$ cat config.mk
export PLATFORM = sky130hd
export DESIGN_NAME = rr_arbiter8
export DESIGN_NICKNAME = d
export VERILOG_FILES = /design/src/rtl/rr_arbiter8.sv
export SDC_FILE = /design/constraint.sdc
export NUM_CORES = 1
export LEC_CHECK = 0
export CAP_MARGIN = 20
export CORE_MARGIN = 2
export CORE_UTILIZATION = 40
export DETAILED_ROUTE_END_ITERATION = 8
export PLACE_DENSITY_LB_ADDON = 0.05
export SLEW_MARGIN = 0
export SYNTH_ARGS = -nofsm -noshare
export SYNTH_HDL_FRONTEND = slang
export SYNTH_SLANG_ARGS = --single-unit
export TNS_END_PERCENT = 50
$ cat constraint.sdc
create_clock -name i_clk -period 4 [get_ports i_clk]
set_clock_uncertainty 0.15 [all_clocks]
set_input_delay 1 -clock i_clk [delete_from_list [all_inputs] [get_ports i_clk]]
set_output_delay 1 -clock i_clk [all_outputs]
set_load 0.01 [all_outputs]
$ cat src/rtl/rr_arbiter8.sv
// Eight-way round-robin arbiter with a registered one-hot grant and a bounded hold under contention.
// Request-to-grant latency is one edge; requesters wait on a level req, and 'en' low drops the grant at the next edge.
module rr_arbiter8 #(
    parameter int MAX_HOLD = 4
) (
    input  logic       i_clk,
    input  logic       i_rst_n,
    input  logic       i_en,
    input  logic [7:0] i_req,
    output logic [7:0] o_gnt,
    output logic [2:0] o_gnt_idx,
    output logic       o_gnt_valid
);

    localparam int              HW       = (MAX_HOLD > 1) ? $clog2(MAX_HOLD) : 1;
    localparam logic [HW-1:0]   HOLD_MAX = HW'(MAX_HOLD - 1);

    localparam logic [0:0] S_IDLE  = 1'b0;
    localparam logic [0:0] S_GRANT = 1'b1;

    logic [0:0]    r_state;
    logic [2:0]    r_ptr;
    logic [HW-1:0] r_hold_cnt;
    logic [7:0]    r_gnt;
    logic [2:0]    r_gnt_idx;
    logic          r_gnt_valid;

    logic [0:0]    w_nxt_state;
    logic [2:0]    w_nxt_ptr;
    logic [HW-1:0] w_nxt_hold;
    logic [7:0]    w_nxt_gnt;
    logic [2:0]    w_nxt_idx;
    logic          w_nxt_valid;

    logic [7:0]    w_others;
    logic          w_other_pend;
    logic          w_keep;
    logic [2:0]    w_after_ptr;

    // First set bit of v at or above p, wrapping 7 -> 0; descending scan lets the nearest offset win.
    function automatic logic [2:0] f_pick(input logic [7:0] v, input logic [2:0] p);
        logic [2:0] idx;
        logic [2:0] cand;
        idx = p;
        for (int k = 7; k >= 0; k--) begin
            cand = p + 3'(k);
            if (v[cand]) idx = cand;
        end
        return idx;
    endfunction

    assign w_others     = i_req & ~r_gnt;
    assign w_other_pend = |w_others;
    assign w_after_ptr  = r_gnt_idx + 3'd1;
    assign w_keep       = i_en && i_req[r_gnt_idx] &&
                          ((r_hold_cnt < HOLD_MAX) || !w_other_pend);

    always_comb begin
        w_nxt_state = r_state;
        w_nxt_ptr   = r_ptr;
        w_nxt_hold  = r_hold_cnt;
        w_nxt_idx   = r_gnt_idx;
        w_nxt_valid = r_gnt_valid;

        if (!i_en) begin
            // A disable is not a completed grant, so the pointer stays put.
            w_nxt_state = S_IDLE;
            w_nxt_hold  = '0;
            w_nxt_idx   = 3'd0;
            w_nxt_valid = 1'b0;
        end else begin
            case (r_state)
                S_IDLE: begin
                    if (|i_req) begin
                        w_nxt_state = S_GRANT;
                        w_nxt_idx   = f_pick(i_req, r_ptr);
                        w_nxt_valid = 1'b1;
                        w_nxt_hold  = '0;
                    end else begin
                        w_nxt_idx   = 3'd0;
                        w_nxt_valid = 1'b0;
                        w_nxt_hold  = '0;
                    end
                end
                S_GRANT: begin
                    if (w_keep) begin
                        if (r_hold_cnt != HOLD_MAX) w_nxt_hold = r_hold_cnt + HW'(1);
                    end else begin
                        w_nxt_ptr  = w_after_ptr;
                        w_nxt_hold = '0;
                        if (w_other_pend) begin
                            w_nxt_idx   = f_pick(w_others, w_after_ptr);
                            w_nxt_valid = 1'b1;
                        end else begin
                            w_nxt_state = S_IDLE;
                            w_nxt_idx   = 3'd0;
                            w_nxt_valid = 1'b0;
                        end
                    end
                end
                default: begin
                    w_nxt_state = S_IDLE;
                    w_nxt_hold  = '0;
                    w_nxt_idx   = 3'd0;
                    w_nxt_valid = 1'b0;
                end
            endcase
        end

        w_nxt_gnt = w_nxt_valid ? (8'd1 << w_nxt_idx) : 8'd0;
    end

    always_ff @(posedge i_clk or negedge i_rst_n) begin
        if (!i_rst_n) begin
            r_state     <= S_IDLE;
            r_ptr       <= 3'd0;
            r_hold_cnt  <= '0;
            r_gnt       <= 8'd0;
            r_gnt_idx   <= 3'd0;
            r_gnt_valid <= 1'b0;
        end else begin
            r_state     <= w_nxt_state;
            r_ptr       <= w_nxt_ptr;
            r_hold_cnt  <= w_nxt_hold;
            r_gnt       <= w_nxt_gnt;
            r_gnt_idx   <= w_nxt_idx;
            r_gnt_valid <= w_nxt_valid;
        end
    end

    assign o_gnt       = r_gnt;
    assign o_gnt_idx   = r_gnt_idx;
    assign o_gnt_valid = r_gnt_valid;

endmodule

==> flow_summary.json, run 1 <==
{
  "first_iter_violations": 274,
  "synth_top_area_share_pct": 16.6,
  "fp.dieW_um": 86.3,
  "core_um2": 6460,
  "cp-start-kind": "input port",
  "synth_nets": 307,
  "cts.htree.levels": 1,
  "netlist_instances": 291,
  "drive_gt1_share_pct": 29.4,
  "grt_pass1_vias": 2441,
  "insertion_delay_ns": 0.24,
  "grt-ovfl-total": 0,
  "worstRegToRegCells": 10,
  "path_clk_slew_ns": 0.06,
  "reg2reg_slack_ns": 0.49,
  "drt_wl_total_um": 7990,
  "drcViolationCount": 0,
  "grt_pass1_wl_um": 13000,
  "period_needed_ns": 3.76,
  "antenna_found_initial": 0,
  "synth_area_um2": 2710,
  "ctsHoldBuffers": 0,
  "nets": 365,
  "wl_met3_um": 394,
  "ys.flop_type": "dfrtp_1",
  "crit_arrival_ns": 3.78,
  "final_area_um2": 3340,
  "wl_met2_um": 3560,
  "placementRows": 29,
  "holdPathEnd": "r_hold_cnt[0]",
  "hold_start": "r_hold_cnt[0]",
  "p_switching_mw": 1.58,
  "synthTopCellsByArea": "dfrtp_1 17%, mux4_2 17%, mux2i_1 7.4%",
  "cts_root_buffer": "clkbuf_8",
  "endpoint_kind": "flip-flop",
  "swShare_pct": 48.1,
  "clock_sinks": 18,
  "hold_depth": 2,
  "setup_tns_ns": 0,
  "power_density_nw_per_um2": 983,
  "cap_viol_max_count": 0,
  "clockBufferDepth": 2,
  "wl_met1_um": 3950,
  "io_buffers": 22,
  "synthTopCellsByCount": "26 x nand2_1, 20 x mux2i_1, 20 x mux4_2",
  "r2r-start": "o_gnt_idx[0]",
  "synth.most_common_cell": "nand2_1",
  "grt_max_degree": 20,
  "p_leak_nw": 1.42,
  "grt.total_usage_pct": 22.3,
  "slew_headroom_pct": 46.5,
  "reg2reg_to": "o_gnt[3]",
  "comb_power_share_pct": 86.7,
  "die_area_um2": 7440,
  "rsz0062_at_grt": "false",
  "wl_per_cell_um": 18.9,
  "area.growth.synth_to_final_pct": 23.5,
  "outcome": "finished clean",
  "io_pins": 23,
  "total_power_mw": 3.29,
  "hp-class": "flip-flop to flip-flop",
  "power_frac_clock_pct": 3.6,
  "dp_hpwl_um": 6500,
  "postLayoutCoreUtil_pct": 51.8,
  "async_flop_share_pct": 100,
  "intPower_mw": 1.71,
  "vias": 2611,
  "drtPass1Iterations": 4,
  "synth_largest_area_cell": "dfrtp_1",
  "synth_cell_type_count": 74,
  "critical_path_class": "input port to flip-flop",
  "cts_buffers": 3,
  "diodes": 0,
  "n_fill_cell": 586,
  "fmax_mhz": 266,
  "finalHoldViolations": 0,
  "synth_warnings": 0,
  "vdd_drop_max_v": 0.000593,
  "synthesis.area_per_instance_um2": 9.30,
  "cp.required_ns": 4.02,
  "initial_core_util_pct": 41.9,
  "chipHeight_um": 86.3,
  "cts_tree": "done",
  "seq_power_share_pct": 9.7,
  "slew_viol_final": 0,
  "crit_fanout": 9,
  "yosysSeqAreaShare_pct": 16.6,
  "min_period_over_period_pct": 94.0,
  "finalSetupViolCount": 0,
  "placed_area_um2": 3280,
  "top_layer_used": "met4",
  "viasPerCell": 6.16,
  "worst_pin_slew_ns": 0.800,
  "ys_ff_latch": 18,
  "postRouteAntennaNets": 0,
  "routabilityCongestion": 0.827,
  "synth_edf_count": 0
}
==> power by group through the flow <==
stage / clock network (mW) / registers, mW / logic [mW]
6_report: 0.119 / 0.320 / 2.85
3_3_place_gp: 0 / 0.322 / 2.82
4_1_cts: 0.124 / 0.318 / 2.81
5_1_grt: 0.130 / 0.329 / 3.09
2_1_floorplan: 0 / 0.292 / 1.96
3_5_place_dp: 0 / 0.321 / 2.80
==> kinds of logic after synthesis <==
| kind of cell | share of synthesized area, % |
|---|---|
| flops | 16.6 |
| fa+ha+maj | 2.31 |
| compound gates | 19.7 |
| simple gates | 22.0 |
| xor+xnor | 3.24 |
| buf+inv | 5.87 |
| mux | 30.3 |
==> stage by stage <==
stage	worst slack, ns	hold WS, ns	cells
2_1_floorplan	0.371	0.395	291
3_3_place_gp	-0.132	0.427	421
3_5_place_dp	-0.144	0.449	421
4_1_cts	0.103	0.464	424
5_1_grt	0.0131	0.482	424
6_report	0.239	0.462	424
==> critical path, stage by stage <==
cell             delay [ns]
clkdlybuf4s50_1        0.64
nand2b_1               0.16
mux4_2                 0.53
mux2i_1                0.22
a211oi_2               0.11
o31ai_1                0.35
a31oi_1                0.19
nor3_4                 0.26
buf_4                  0.17
nor3b_2                0.15
==> routing by layer <==
metal / track usage (%) / vias to the layer above
met5: 0 / -
met4: 5.68 / 0
met3: 0.476 / 6
met2: 33.9 / 84
met1: 35.3 / 1268
li1: - / 1253
==> how the worst max path moves through the flow <==
stage | end | from | slack (ns)
2_1_floorplan | o_gnt[7] | r_ptr[1] | 0.37
4_1_cts | o_gnt[0] | i_req[7] | 0.10
5_1_grt | o_gnt[3] | i_req[4] | 0.01
3_3_place_gp | o_gnt[4] | i_req[1] | -0.13
3_5_place_dp | o_gnt[4] | i_req[7] | -0.14
6_report | o_gnt[3] | i_req[5] | 0.24
==> flip-flops by register name (all words and copies together) (netlist names) <==
register / cells
r_hold_cnt: 2
o_gnt_valid: 1
r_state: 1
r_ptr: 3
o_gnt_idx: 3
o_gnt: 8
==> final cells by class <==
class / instances / area [µm²] / share of cell area, %
inverter: 13 / 51.3 / 1.53
clock buffer: 3 / 41.3 / 1.24
multi-input combinational: 242 / 2100 / 62.9
tap: 77 / 96.3 / 2.88
timing repair buffer: 71 / 601 / 18.0
sequential: 18 / 450 / 13.5
==> layout by cell type (no fill, tap or decap), drive strengths merged, types with 4 or more instances in the layout <==
master	netlist	routed
buf	12	49
nand2	26	26
mux4	22	22
mux2i	20	20
dfrtp	18	18
nor3	18	18
clkdlybuf4s50	0	17
nor2	13	13
inv	13	13
nor2b	11	11
o21ai	10	10
mux2	10	10
nand2b	9	9
a21oi	9	9
nor4	6	6
nand3	6	6
a221oi	6	6
ha	5	5
dlymetal6s2s	0	5
o22ai	4	4
nor3b	4	4
a211oi	4	4
xnor2	4	4
o211ai	4	4
==> repair_timing <==
item                       4_1_cts  5_1_grt
setup buffers                    0        0
resized for setup                0        6
setup endpoints to repair        0        3
(Power assumes the default switching activity.)
==> inputs of run 2 (changes only) <==
Settings changed: CORE_ASPECT_RATIO from default to 1.4.
==> run 2 against run 1 <==
  * First-iteration DRC count shrank 54%
  * Die area is 0.13% higher
  * Via count decreased by 1.7%
  * Design area decreased by 2.0%
  * Register-to-register slack about the same
  * Core utilization is 1.9 points lower
  * Sequential share of layout area rose by 0.28 points
  * Final cell count down 2.6%
  * Sequential power fell by 2%
  * Setup slack lost 0.094 ns
  * Critical path depth down 1
  * Clock power barely moved
  * Largest power group unchanged
==> flow_summary.json, run 2 (synthesis results as in run 1) <==
{
  "period_needed_ns": 3.86,
  "critical_path_class": "input port to flip-flop",
  "fp.dieW_um": 73.5,
  "vdd_drop_max_v": 0.000464,
  "core_um2": 6570,
  "worst_pin_slew_ns": 0.749,
  "largest_reg_flops": 8,
  "io_buffers": 22,
  "clock_sinks": 18,
  "grt.total_usage_pct": 25.0,
  "wl_per_cell_um": 21.1,
  "cts_buffers": 3,
  "setup_tns_ns": 0,
  "final_area_um2": 3280,
  "cap_viol_max_count": 0,
  "endpoint_kind": "flip-flop",
  "postRouteAntennaNets": 0,
  "power_frac_clock_pct": 3.7,
  "cts_tree": "done",
  "antenna_found_initial": 0,
  "power_density_nw_per_um2": 985,
  "drcViolationCount": 0,
  "chipHeight_um": 101,
  "cp-start-kind": "input port",
  "seq_power_share_pct": 9.7,
  "insertion_delay_ns": 0.25,
  "slew_headroom_pct": 49.9,
  "rsz0062_at_grt": "false",
  "grt_pass1_vias": 2714,
  "swShare_pct": 49.2,
  "finalHoldViolations": 0,
  "p_leak_nw": 1.35,
  "cts_root_buffer": "clkbuf_8",
  "viasPerCell": 6.22,
  "nets": 357,
  "initial_core_util_pct": 41.2,
  "diodes": 0,
  "clockBufferDepth": 2,
  "drt_wl_total_um": 8700,
  "io_pins": 23,
  "grt-ovfl-total": 0,
  "cts_setup_buffers": 0,
  "dp_hpwl_um": 7200,
  "path_clk_slew_ns": 0.06,
  "hp-class": "flip-flop to flip-flop",
  "min_period_over_period_pct": 96.4,
  "drtPass1Iterations": 4,
  "total_power_mw": 3.23,
  "layout.cells.most_common_list": "40 x buf_4, 26 x nand2_1, 21 x clkdlybuf4s50_1",
  "comb_power_share_pct": 86.6,
  "area.growth.synth_to_final_pct": 21.0,
  "p_switching_mw": 1.59,
  "ctsHoldBuffers": 0,
  "vias": 2567,
  "fmax_mhz": 259,
  "intPower_mw": 1.64,
  "routabilityCongestion": 0.853,
  "first_iter_violations": 127,
  "placed_area_um2": 3230,
  "layout_commonest_cell": "buf_4",
  "finalSetupViolCount": 0,
  "placementRows": 35,
  "outcome": "finished clean",
  "crit_fanout": 11,
  "cts.htree.levels": 1,
  "die_area_um2": 7450,
  "grt_pass1_wl_um": 14100,
  "slew_viol_final": 0,
  "postLayoutCoreUtil_pct": 49.9,
  "crit_arrival_ns": 3.89,
  "drive_gt1_share_pct": 27.4,
  "grt_max_degree": 20,
  "cp.required_ns": 4.03
}
run 2: worst max-delay path, cell delays in order:
cell and delay (ns):
clkdlybuf4s50_1 0.59, mux4_1 0.63, mux2_2 0.30, o21bai_1 0.16
a221oi_1 0.34, mux2i_1 0.33, o211ai_2 0.18, nor2b_1 0.18
and3_1 0.18
run 2: layout make-up:
type,instances,area (µm²)
clock buffer,3,41.3
fill,656,3290
inverter,13,51.3
multi-input combinational,242,2100
sequential,18,450
tap,74,92.6
timing repair buffer,63,543
run 2: power by group through the flow:
stage	Combinational (mW)	Sequential [mW]	Clock (mW)
2_1_floorplan	1.96	0.292	0
3_3_place_gp	2.78	0.319	0
3_5_place_dp	2.79	0.318	0
4_1_cts	2.80	0.315	0.121
5_1_grt	3.04	0.323	0.133
6_report	2.80	0.314	0.118
run 2: metrics by stage:
step / setup slack [ns] / instances / hold slack, ns
floorplan: 0.371 / 291 / 0.395
global placement: -0.0924 / 410 / 0.418
detailed placement: -0.0976 / 410 / 0.458
CTS: 0.134 / 413 / 0.465
global route: 0.00716 / 413 / 0.508
finish: 0.145 / 413 / 0.467
run 2: what timing repair did:
item                                    in CTS  in global routing
endpoints found under the setup margin       0                  3
hold endpoints to repair                     0                  0
gates resized for setup                      0                  1
run 2: path summary, 6_finish.rpt:
path,start,slack [ns],to,cells after the start
min in group asynchronous,i_rst_n,1.05,o_gnt[0],1
max in group asynchronous,i_rst_n,2.18,o_gnt[4],1
max reg2reg,r_ptr[1],0.49,o_gnt[7],11
min reg2reg,r_hold_cnt[0],0.47,r_hold_cnt[0],2
min,r_hold_cnt[0],0.47,r_hold_cnt[0],2
max,i_req[2],0.14,o_gnt[2],9
run 2: metal layers:
metal  vias up  wire length, µm  track usage [%]
li1       1242                -                -
met1      1256             3280             27.6
met2        50             4810             47.0
met3        19              247             3.08
met4         0              369             10.5
met5         -                0                0
==> inputs of run 3 (changes only) <==
Settings changed: MAX_ROUTING_LAYER from default to met4, SLEW_MARGIN 0 to 20.
==> run 3 against run 2 <==
  * Core utilization unchanged
  * Global-route usage rose by 0.76 points
  * Flip-flop and latch count did not move
  * Sequential share of layout area unchanged
  * Sequential power about the same
  * Largest cell class unchanged
  * Highest routed layer unchanged
==> flow_summary.json, run 3 (synthesis results as in run 1) <==
{
  "outcome": "finished clean",
  "p_leak_nw": 1.35,
  "cp.required_ns": 4.03,
  "grt_max_degree": 20,
  "power_density_nw_per_um2": 983,
  "drive_gt1_share_pct": 27.4,
  "slew_viol_final": 0,
  "grt_use_met2_pct": 47.1,
  "grt_pass1_wl_um": 14100,
  "postLayoutCoreUtil_pct": 49.9,
  "insertion_delay_ns": 0.25,
  "clock_sinks": 18,
  "drt_wl_total_um": 8690,
  "slew_headroom_pct": 49.9,
  "grt.total_usage_pct": 25.8,
  "cts_tree": "done",
  "grt.met3_usage_pct": 3.08,
  "antenna_found_initial": 0,
  "largest_reg_flops": 8,
  "vias": 2581,
  "cts_root_buffer": "clkbuf_8",
  "finalHoldViolations": 0,
  "wl_per_cell_um": 21.1,
  "die_area_um2": 7450,
  "clockBufferDepth": 2,
  "fmax_mhz": 259,
  "grt_busiest_layer": "met2",
  "period_needed_ns": 3.87,
  "core_um2": 6570,
  "grt-ovfl-total": 0,
  "hold_ws_ns": 0.468,
  "cts_buffers": 3,
  "grtUsageMet1_pct": 27.5,
  "viasPerCell": 6.25,
  "area.growth.synth_to_final_pct": 21.0,
  "n_fill_cell": 656,
  "fp.dieW_um": 73.5,
  "hold_depth": 2,
  "layout.cells.most_common_list": "40 x buf_4, 26 x nand2_1, 21 x clkdlybuf4s50_1",
  "drcViolationCount": 0,
  "first_iter_violations": 160,
  "cap_viol_max_count": 0,
  "worstRegToRegCells": 12,
  "dp_hpwl_um": 7200,
  "chipHeight_um": 101,
  "r2r-start": "r_ptr[1]",
  "cts_setup_buffers": 0,
  "crit_fanout": 11,
  "cp-start-kind": "input port",
  "hp-class": "flip-flop to flip-flop",
  "diodes": 0,
  "placementRows": 35,
  "reg2reg_slack_ns": 0.49,
  "crit_arrival_ns": 3.90,
  "worst_pin_slew_ns": 0.749,
  "reg2reg_to": "o_gnt[7]",
  "postRouteAntennaNets": 0,
  "cts.htree.levels": 1,
  "vdd_drop_max_v": 0.000458,
  "holdPathEnd": "r_hold_cnt[0]",
  "rsz0062_at_grt": "false",
  "io_buffers": 22,
  "path_clk_slew_ns": 0.06,
  "min_period_over_period_pct": 96.7,
  "io_pins": 23,
  "initial_core_util_pct": 41.2,
  "nets": 357,
  "drtPass1Iterations": 4,
  "grt_pass1_vias": 2715,
  "finalSetupViolCount": 0,
  "endpoint_kind": "flip-flop",
  "critical_path_class": "input port to flip-flop",
  "layout_commonest_cell": "buf_4",
  "routabilityCongestion": 0.866,
  "hold_start": "r_hold_cnt[0]"
}
run 3: report_power, final:
group | internal [mW] | total, mW | switching, mW
Clock | 0.0667 | 0.118 | 0.0517
Sequential | 0.235 | 0.313 | 0.0779
Combinational | 1.34 | 2.79 | 1.45
Total | 1.64 | 3.22 | 1.58
run 3: cell type report:
class	instances	area (µm²)	area share, %
well taps	74	92.6	2.83
inverters	13	51.3	1.57
repair buffers	63	543	16.6
multi-input cells	242	2100	64.0
flip-flops and latches	18	450	13.8
clock buffers	3	41.3	1.26
run 3: critical path, stage by stage:
cell	delay, ns
clkdlybuf4s50_1	0.59
mux4_1	0.63
mux2_2	0.30
o21bai_1	0.16
a221oi_1	0.34
mux2i_1	0.33
o211ai_2	0.19
nor2b_1	0.18
and3_1	0.18
run 3: timing repair:
item / in CTS / in global routing
gates resized for setup: 0 / 1
hold buffers: 0 / 0
setup endpoints to repair: 0 / 3
run 3: per-layer routing:
layer	up-vias	routed length [µm]	part of all wire, %
met5	-	0	0
met4	0	400	4.6
met3	21	286	3.3
met2	62	4800	55
met1	1256	3210	37
li1	1242	-	-
run 3: stage by stage:
step,instances,setup WS (ns),TNS [ns],area (µm²),power (mW)
floorplan,291,0.371,0,2710,2.25
global route,413,0.00716,0,3280,3.49
finish,413,0.132,0,3280,3.22
detailed placement,410,-0.0976,-0.486,3230,3.10
global placement,410,-0.0924,-0.343,3230,3.10
CTS,413,0.134,0,3270,3.23
run 3: worst max path at each step:
stage / startpoint / end / slack (ns) / depth (start not counted)
floorplan: r_ptr[1] / o_gnt[7] / 0.37 / 13
global placement: i_req[3] / o_gnt[0] / -0.09 / 9
detailed placement: i_req[3] / o_gnt[2] / -0.1 / 9
CTS: i_req[3] / o_gnt[2] / 0.13 / 9
global route: i_req[2] / o_gnt[2] / 0.007 / 9
finish: i_req[2] / o_gnt[2] / 0.13 / 9
